<file path="config.mk">
export PLATFORM = sky130hd
export DESIGN_NAME = fifo_param
export DESIGN_NICKNAME = d
export VERILOG_FILES = /design/src/rtl/fifo_param.sv
export SDC_FILE = /design/constraint.sdc
export NUM_CORES = 1
export LEC_CHECK = 0
export CORE_ASPECT_RATIO = 0.5
export CORE_MARGIN = 3
export CORE_UTILIZATION = 45
export CTS_BUF_LIST = sky130_fd_sc_hd__clkbuf_8 sky130_fd_sc_hd__clkbuf_16
export DETAILED_ROUTE_END_ITERATION = 10
export PLACE_DENSITY = 0.8
export REMOVE_ABC_BUFFERS = 1
export SKIP_CTS_REPAIR_TIMING = 1
export SYNTH_ARGS = -nofsm -noshare
export SYNTH_HDL_FRONTEND = slang
export SYNTH_SLANG_ARGS = --single-unit
</file>
<file path="constraint.sdc">
create_clock -name clk -period 5.2 [get_ports clk]
set_input_delay 1.56 -clock clk [delete_from_list [all_inputs] [get_ports clk]]
set_output_delay 1.56 -clock clk [all_outputs]
set_load 0.05 [all_outputs]
</file>
<file path="src/rtl/fifo_param.sv">
// fifo_param: parametrised token FIFO for a CGRA PE input channel.
// Width, depth and reset pre-load are configurable. A read and a write can
// both be accepted in the same cycle at any occupancy, including full.
// Status outputs are registered, and refused accesses set sticky error flags.
module fifo_param #(
    parameter int                   DATA_SIZE   = 8,
    parameter int                   DEPTH       = 4,
    parameter int                   INIT_TOKENS = 0,
    parameter logic [DATA_SIZE-1:0] INIT_VALUE  = '0,
    parameter int                   ALMOST_FULL = DEPTH - 1,
    localparam int                  CW          = $clog2(DEPTH + 1),
    localparam int                  AW          = ($clog2(DEPTH) > 1) ? $clog2(DEPTH) : 1
) (
    input  logic                 clk,
    input  logic                 rst,
    input  logic [DATA_SIZE-1:0] inData,
    input  logic                 write,
    input  logic                 read,
    output logic [DATA_SIZE-1:0] outData,
    output logic                 isFull,
    output logic                 isEmpty,
    output logic                 almostFull,
    output logic [CW-1:0]        count,
    output logic                 overflow,
    output logic                 underflow
);

    // Reset images of the control state, derived from the pre-load count.
    localparam logic [AW-1:0] WHEAD_RST  = AW'(INIT_TOKENS % DEPTH);
    localparam logic [CW-1:0] COUNT_RST  = CW'(INIT_TOKENS);
    localparam logic          EMPTY_RST  = (INIT_TOKENS == 0);
    localparam logic          FULL_RST   = (INIT_TOKENS == DEPTH);
    localparam logic          ALMOST_RST = (INIT_TOKENS >= ALMOST_FULL);

    logic [DATA_SIZE-1:0] regs_q [DEPTH];
    logic [DEPTH-1:0]     entry_we;

    logic [AW-1:0] read_head_q,  read_head_d;
    logic [AW-1:0] write_head_q, write_head_d;
    logic [CW-1:0] count_q,      count_d;
    logic          full_q,       full_d;
    logic          empty_q,      empty_d;
    logic          almost_q,     almost_d;
    logic          overflow_q,   overflow_d;
    logic          underflow_q,  underflow_d;

    logic read_acc;
    logic write_acc;

    // Pointers wrap explicitly so non-power-of-two depths work.
    function automatic logic [AW-1:0] ptr_adv(input logic [AW-1:0] p);
        return (p == AW'(DEPTH - 1)) ? '0 : p + AW'(1);
    endfunction

    // A full FIFO still takes a write when the head leaves in the same cycle.
    // An empty FIFO never bypasses, so a read there is always refused.
    assign read_acc  = read && !empty_q;
    assign write_acc = write && (!full_q || read_acc);

    // Per-entry write enable decoded from the write pointer.
    generate
        for (genvar gi = 0; gi < DEPTH; gi++) begin : g_we
            assign entry_we[gi] = write_acc && (write_head_q == AW'(gi));
        end
    endgenerate

    // Next-state for pointers, occupancy, status and sticky error flags.
    always_comb begin
        read_head_d  = read_head_q;
        write_head_d = write_head_q;
        count_d      = count_q;
        overflow_d   = overflow_q;
        underflow_d  = underflow_q;

        if (read_acc) begin
            read_head_d = ptr_adv(read_head_q);
        end
        if (write_acc) begin
            write_head_d = ptr_adv(write_head_q);
        end

        count_d = count_q + {{(CW-1){1'b0}}, write_acc} - {{(CW-1){1'b0}}, read_acc};

        if (write && !write_acc) begin
            overflow_d = 1'b1;
        end
        if (read && !read_acc) begin
            underflow_d = 1'b1;
        end

        full_d   = (count_d == CW'(DEPTH));
        empty_d  = (count_d == '0);
        almost_d = (count_d >= CW'(ALMOST_FULL));
    end

    // Control state register; reset restores the pre-loaded occupancy.
    always_ff @(posedge clk or posedge rst) begin
        if (rst) begin
            read_head_q  <= '0;
            write_head_q <= WHEAD_RST;
            count_q      <= COUNT_RST;
            full_q       <= FULL_RST;
            empty_q      <= EMPTY_RST;
            almost_q     <= ALMOST_RST;
            overflow_q   <= 1'b0;
            underflow_q  <= 1'b0;
        end else begin
            read_head_q  <= read_head_d;
            write_head_q <= write_head_d;
            count_q      <= count_d;
            full_q       <= full_d;
            empty_q      <= empty_d;
            almost_q     <= almost_d;
            overflow_q   <= overflow_d;
            underflow_q  <= underflow_d;
        end
    end

    // Token storage; the first INIT_TOKENS entries reset to INIT_VALUE.
    always_ff @(posedge clk or posedge rst) begin
        if (rst) begin
            for (int i = 0; i < DEPTH; i++) begin
                regs_q[i] <= (i < INIT_TOKENS) ? INIT_VALUE : '0;
            end
        end else begin
            for (int i = 0; i < DEPTH; i++) begin
                if (entry_we[i]) begin
                    regs_q[i] <= inData;
                end
            end
        end
    end

    assign outData    = regs_q[read_head_q];
    assign isFull     = full_q;
    assign isEmpty    = empty_q;
    assign almostFull = almost_q;
    assign count      = count_q;
    assign overflow   = overflow_q;
    assign underflow  = underflow_q;

endmodule

</file>
; Yosys cells after proc, flatten, opt, wreduce, memory -nomap -nowiden
; Index checks and enable logic that the tools add are counted.
[totals]
out_inout_bits = 16
register_bits = 44
in_bits = 12
word_cells = 44
[classes]
n_reduce_logical = 15
n_bitwise = 1
n_eq_ne = 5
order_cmp = 2
mux = 5
n_addsub = 4
[op_table]
columns = op, count
row1 = $bmux 8 s2, 1
row2 = $mux 8, 2
row3 = $logic_and 1x1->1, 8
row4 = $eq 2x2->1 const B, 3
row5 = $add 2x1->2 const B, 2
row6 = $logic_not 1->1, 4
row7 = $mux 2, 2
row8 = $add 3x1->3, 1
row9 = $eq 3x3->1 const B, 1
row10 = $ge 3x2->1 const B, 1
row11 = $ge 3x3->1 const B, 1
row12 = $logic_not 3->1, 1
row13 = $not 2->3, 1
row14 = $sub 3x1->3, 1
row15 = $eq 2x1->1 const B, 1
row16 = $logic_not 2->1, 1
row17 = $logic_or 1x1->1, 1

; Longest topological paths before layout
[logic_depth]
ltp_word = 7
ltp_mapped = 12
ltp_nobuf = 11

; Worst setup path after synthesis
; OpenSTA, ideal clock, no wires.
[synth_timing]
path_type = in2reg
startpoint = input port read
endpoint = register empty_q, in the netlist isEmpty
setup_slack_ns = 1.737
t_arrival_ns = 3.381
setup_time_ns = 0.082
required_ns = 5.118
path_buffers = 1
cell_stages = 12
path_cell_list = nand2b_1 buf_6 a21boi_2 inv_1 ha_1 inv_1 ha_1 fa_1 xnor2_1 xnor2_1 inv_1 nor3_1
[synth_via]
elab_chain_cells = 6
[synth_rtl]
columns = item, line_no
row1 = start: declaration, 18  ; input logic read,
row2 = $logic_and 1x1->1 (*), 57  ; assign read_acc = read && !empty_q;
row3 = $logic_or 1x1->1, 58  ; assign write_acc = write && (!full_q || read_acc);
row4 = $logic_and 1x1->1, 58
row5 = $add 3x1->3, 82  ; count_d = count_q + {{(CW-1){1'b0}}, write_acc} - {{(CW-1){1'b0}}, read_acc};
row6 = $sub 3x1->3 (*), 82
row7 = net count_d[2], 40  ; logic [CW-1:0] count_q, count_d;
row8 = $logic_not 3->1 (*), 92  ; empty_d = (count_d == '0);
row9 = net empty_d, 42  ; logic empty_q, empty_d;
row10 = end signal: assignment, 112  ; empty_q <= empty_d;
row11 = end: declaration, 42
; Mark *: on every way through the listed nets, which the timed path passes. The rest lies on a longest branch.
; A chain may end at the register's enable or synchronous reset.

; Worst setup path in the final report
; Same ends and word-level chain as after synthesis.

==> qor.yml <==
final_cell_mix: "dfrtp_1 (43), mux2_2 (33), clkdlybuf4s50_1 (27)"
r2r_end: "isEmpty"
path_class: "primary input to flip-flop"
cp_common_cell: "inv_1"
path_max_fanout: 10
maxUsedRoutingLayer: "met4"
drt_first_pass_iters: 3
wl_met1_um: 1600
critPathBufInv: 4
drive_gt1_frac: 0.354
synth_cells: 129
hpwl_um: 2300
grt_pass1_vias: 1191
diodes: 0
antenna_found_initial: 0
final-setup-viol-count: 0
final_common_cell: "dfrtp_1"
maxSlewViolCount: 0
htreeDepth: 2
hold_class: "flip-flop to flip-flop"
final_util: 0.594
dieArea_sq_um: 5350
routabilityCongestion: 0.744
clk_pin_slew_ns: 0.09
routed_via_density: 5.04
max_freq_ghz: 0.248
yosysSeqAreaShare: 0.549
synthesis.area_sq_um: 2010
netlist_top_cells_area: "dfrtp_1 (54%), mux2_2 (18%), mux4_2 (9.0%)"
yosys_warnings: 0
crit_chain: "clkdlybuf4s50_1 > nand2b_1 > a21boi_2 > inv_1 > ha_1 > inv_1 > ha_1 > fa_1 > xnor2_1 > xnor2_1 > inv_1 > nor3_1"
ys.flop_type: "dfrtp_1"
totalWireLength_um: 3320
numCtsBuffers: 5
initialDrtViolationCount: 29
rr_worst_depth: 10
hold_viol: 0
yosysTopAreaCell: "dfrtp_1"
worst_pin_slew_ns: 0.647
wl_met2_um: 1560
cts-root-buf: "clkbuf_8"
rows: 16
worstSetupStartpointType: "primary input"
r2r-start: "isEmpty"
final_nets: 180
slowest_stage: "clkdlybuf4s50_1"
ant_nets: 0
grt_max_degree: 45
synth_edf_count: 0
postSynth.asyncResetShare: 1.00
gr-total-overflow: 0
coreArea_sq_um: 4080
cp-end-kind: "flip-flop"
pin_count: 28
io_buffers: 27
maxCapViolCount: 0
finalCritPeriodShare: 0.776
synth_area_per_cell_sq_um: 15.6
status: "finished, final reports clean"
critPathRequiredTime_ns: 5.42
die_x_um: 101
rrSetupSlack_ns: 2.44
slew_headroom: 0.569
wl_met3_um: 106
area_delta_synth_final_pct: 20.7
cts_num_sinks: 44
yosysUniqueCellTypes: 19
clock_latency_ns: 0.30
rsz0062_at_grt: "false"
path_delay_family: "adder cells"
final.setup.tns_ns: 0
tritoncts: "yes"
holdPathEnd: "underflow"
fin_crit_ns: 4.04
cp.arrival_ns: 4.26
holdPathStages: 1
ys_ff_latch: 44
hold_path_startpoint: "underflow"
synth_top_area_share: 0.535
finClkSkew_ns: 0.00960
max_stage_delay_ns: 0.48
clock_path_buffers: 2
die_y_um: 53.3
vias: 1084
grt_usage: 0.145
floorplan.initialDensity: 0.492
drc: 0
wl_per_cell_um: 15.4
grt_first_pass_wirelength_um: 5730
sequential cells by signal, indices dropped and copies added, names as in the netlist:
name and flops:
count 3, isFull 1, regs_q 32, underflow 1, overflow 1, almostFull 1
write_head_q 2, isEmpty 1, read_head_q 2
metrics by stage:
stage / area (sq um) / hold slack [ns] / instances / setup slack (ns)
6_report: 2430 / 0.462 / 215 / 1.16
4_1_cts: 2430 / 0.467 / 215 / 1.14
5_1_grt: 2430 / 0.498 / 215 / 0.958
3_3_place_gp: 2330 / 0.439 / 207 / 0.933
2_1_floorplan: 1980 / 0.453 / 125 / 1.53
3_5_place_dp: 2330 / 0.447 / 207 / 0.829
worst max path at each step:
stage	startpoint	endpoint	slack [ns]	depth (start not counted)
floorplan	read	isEmpty	1.53	11
global placement	read	isEmpty	0.93	12
detailed placement	read	isEmpty	0.83	12
CTS	read	isEmpty	1.14	12
global route	read	isEmpty	0.96	12
finish	read	isEmpty	1.16	12
logic make-up (layout without fill, tap and decap cells):
logic type	after synthesis	count (layout)	share of synthesized area
AO/OA/AOI/OAI	8	8	0.0498
XOR/XNOR	2	2	0.00872
adder cells (fa/ha/maj)	8	8	0.0535
buffers and inverters	13	45	0.0299
flip-flops	44	44	0.549
multiplexers	43	43	0.286
AND/OR/NAND/NOR	11	11	0.0237
synth_stat cells (2+ instances only):
| master | n |
|---|---|
| nor3_1 | 3 |
| mux4_2 | 8 |
| ha_1 | 7 |
| inv_1 | 9 |
| mux2_2 | 33 |
| mux2_1 | 2 |
| buf_2 | 3 |
| dfrtp_1 | 43 |
| a21o_1 | 2 |
| a21oi_4 | 4 |
| xnor2_1 | 2 |
| nand2_1 | 6 |
metal layers:
metal / GRT usage / up-vias
met5: 0 / -
met4: 0.0604 / 0
met3: 0.0395 / 7
met2: 0.234 / 16
met1: 0.188 / 543
li1: - / 518
cell type report:
| type | count | area [sq um] |
|---|---|---|
| fillers | 343 | 1660 |
| clock inverters | 2 | 15.0 |
| repair buffers | 28 | 278 |
| inverters | 9 | 33.8 |
| clock buffers | 6 | 82.6 |
| flip-flops and latches | 44 | 1100 |
| multi-input cells | 72 | 847 |
| well taps | 54 | 67.6 |
Power is left out: the tool's default activity adds up to more than one toggle a clock period on the data nets, which glitch-free logic cannot reach.
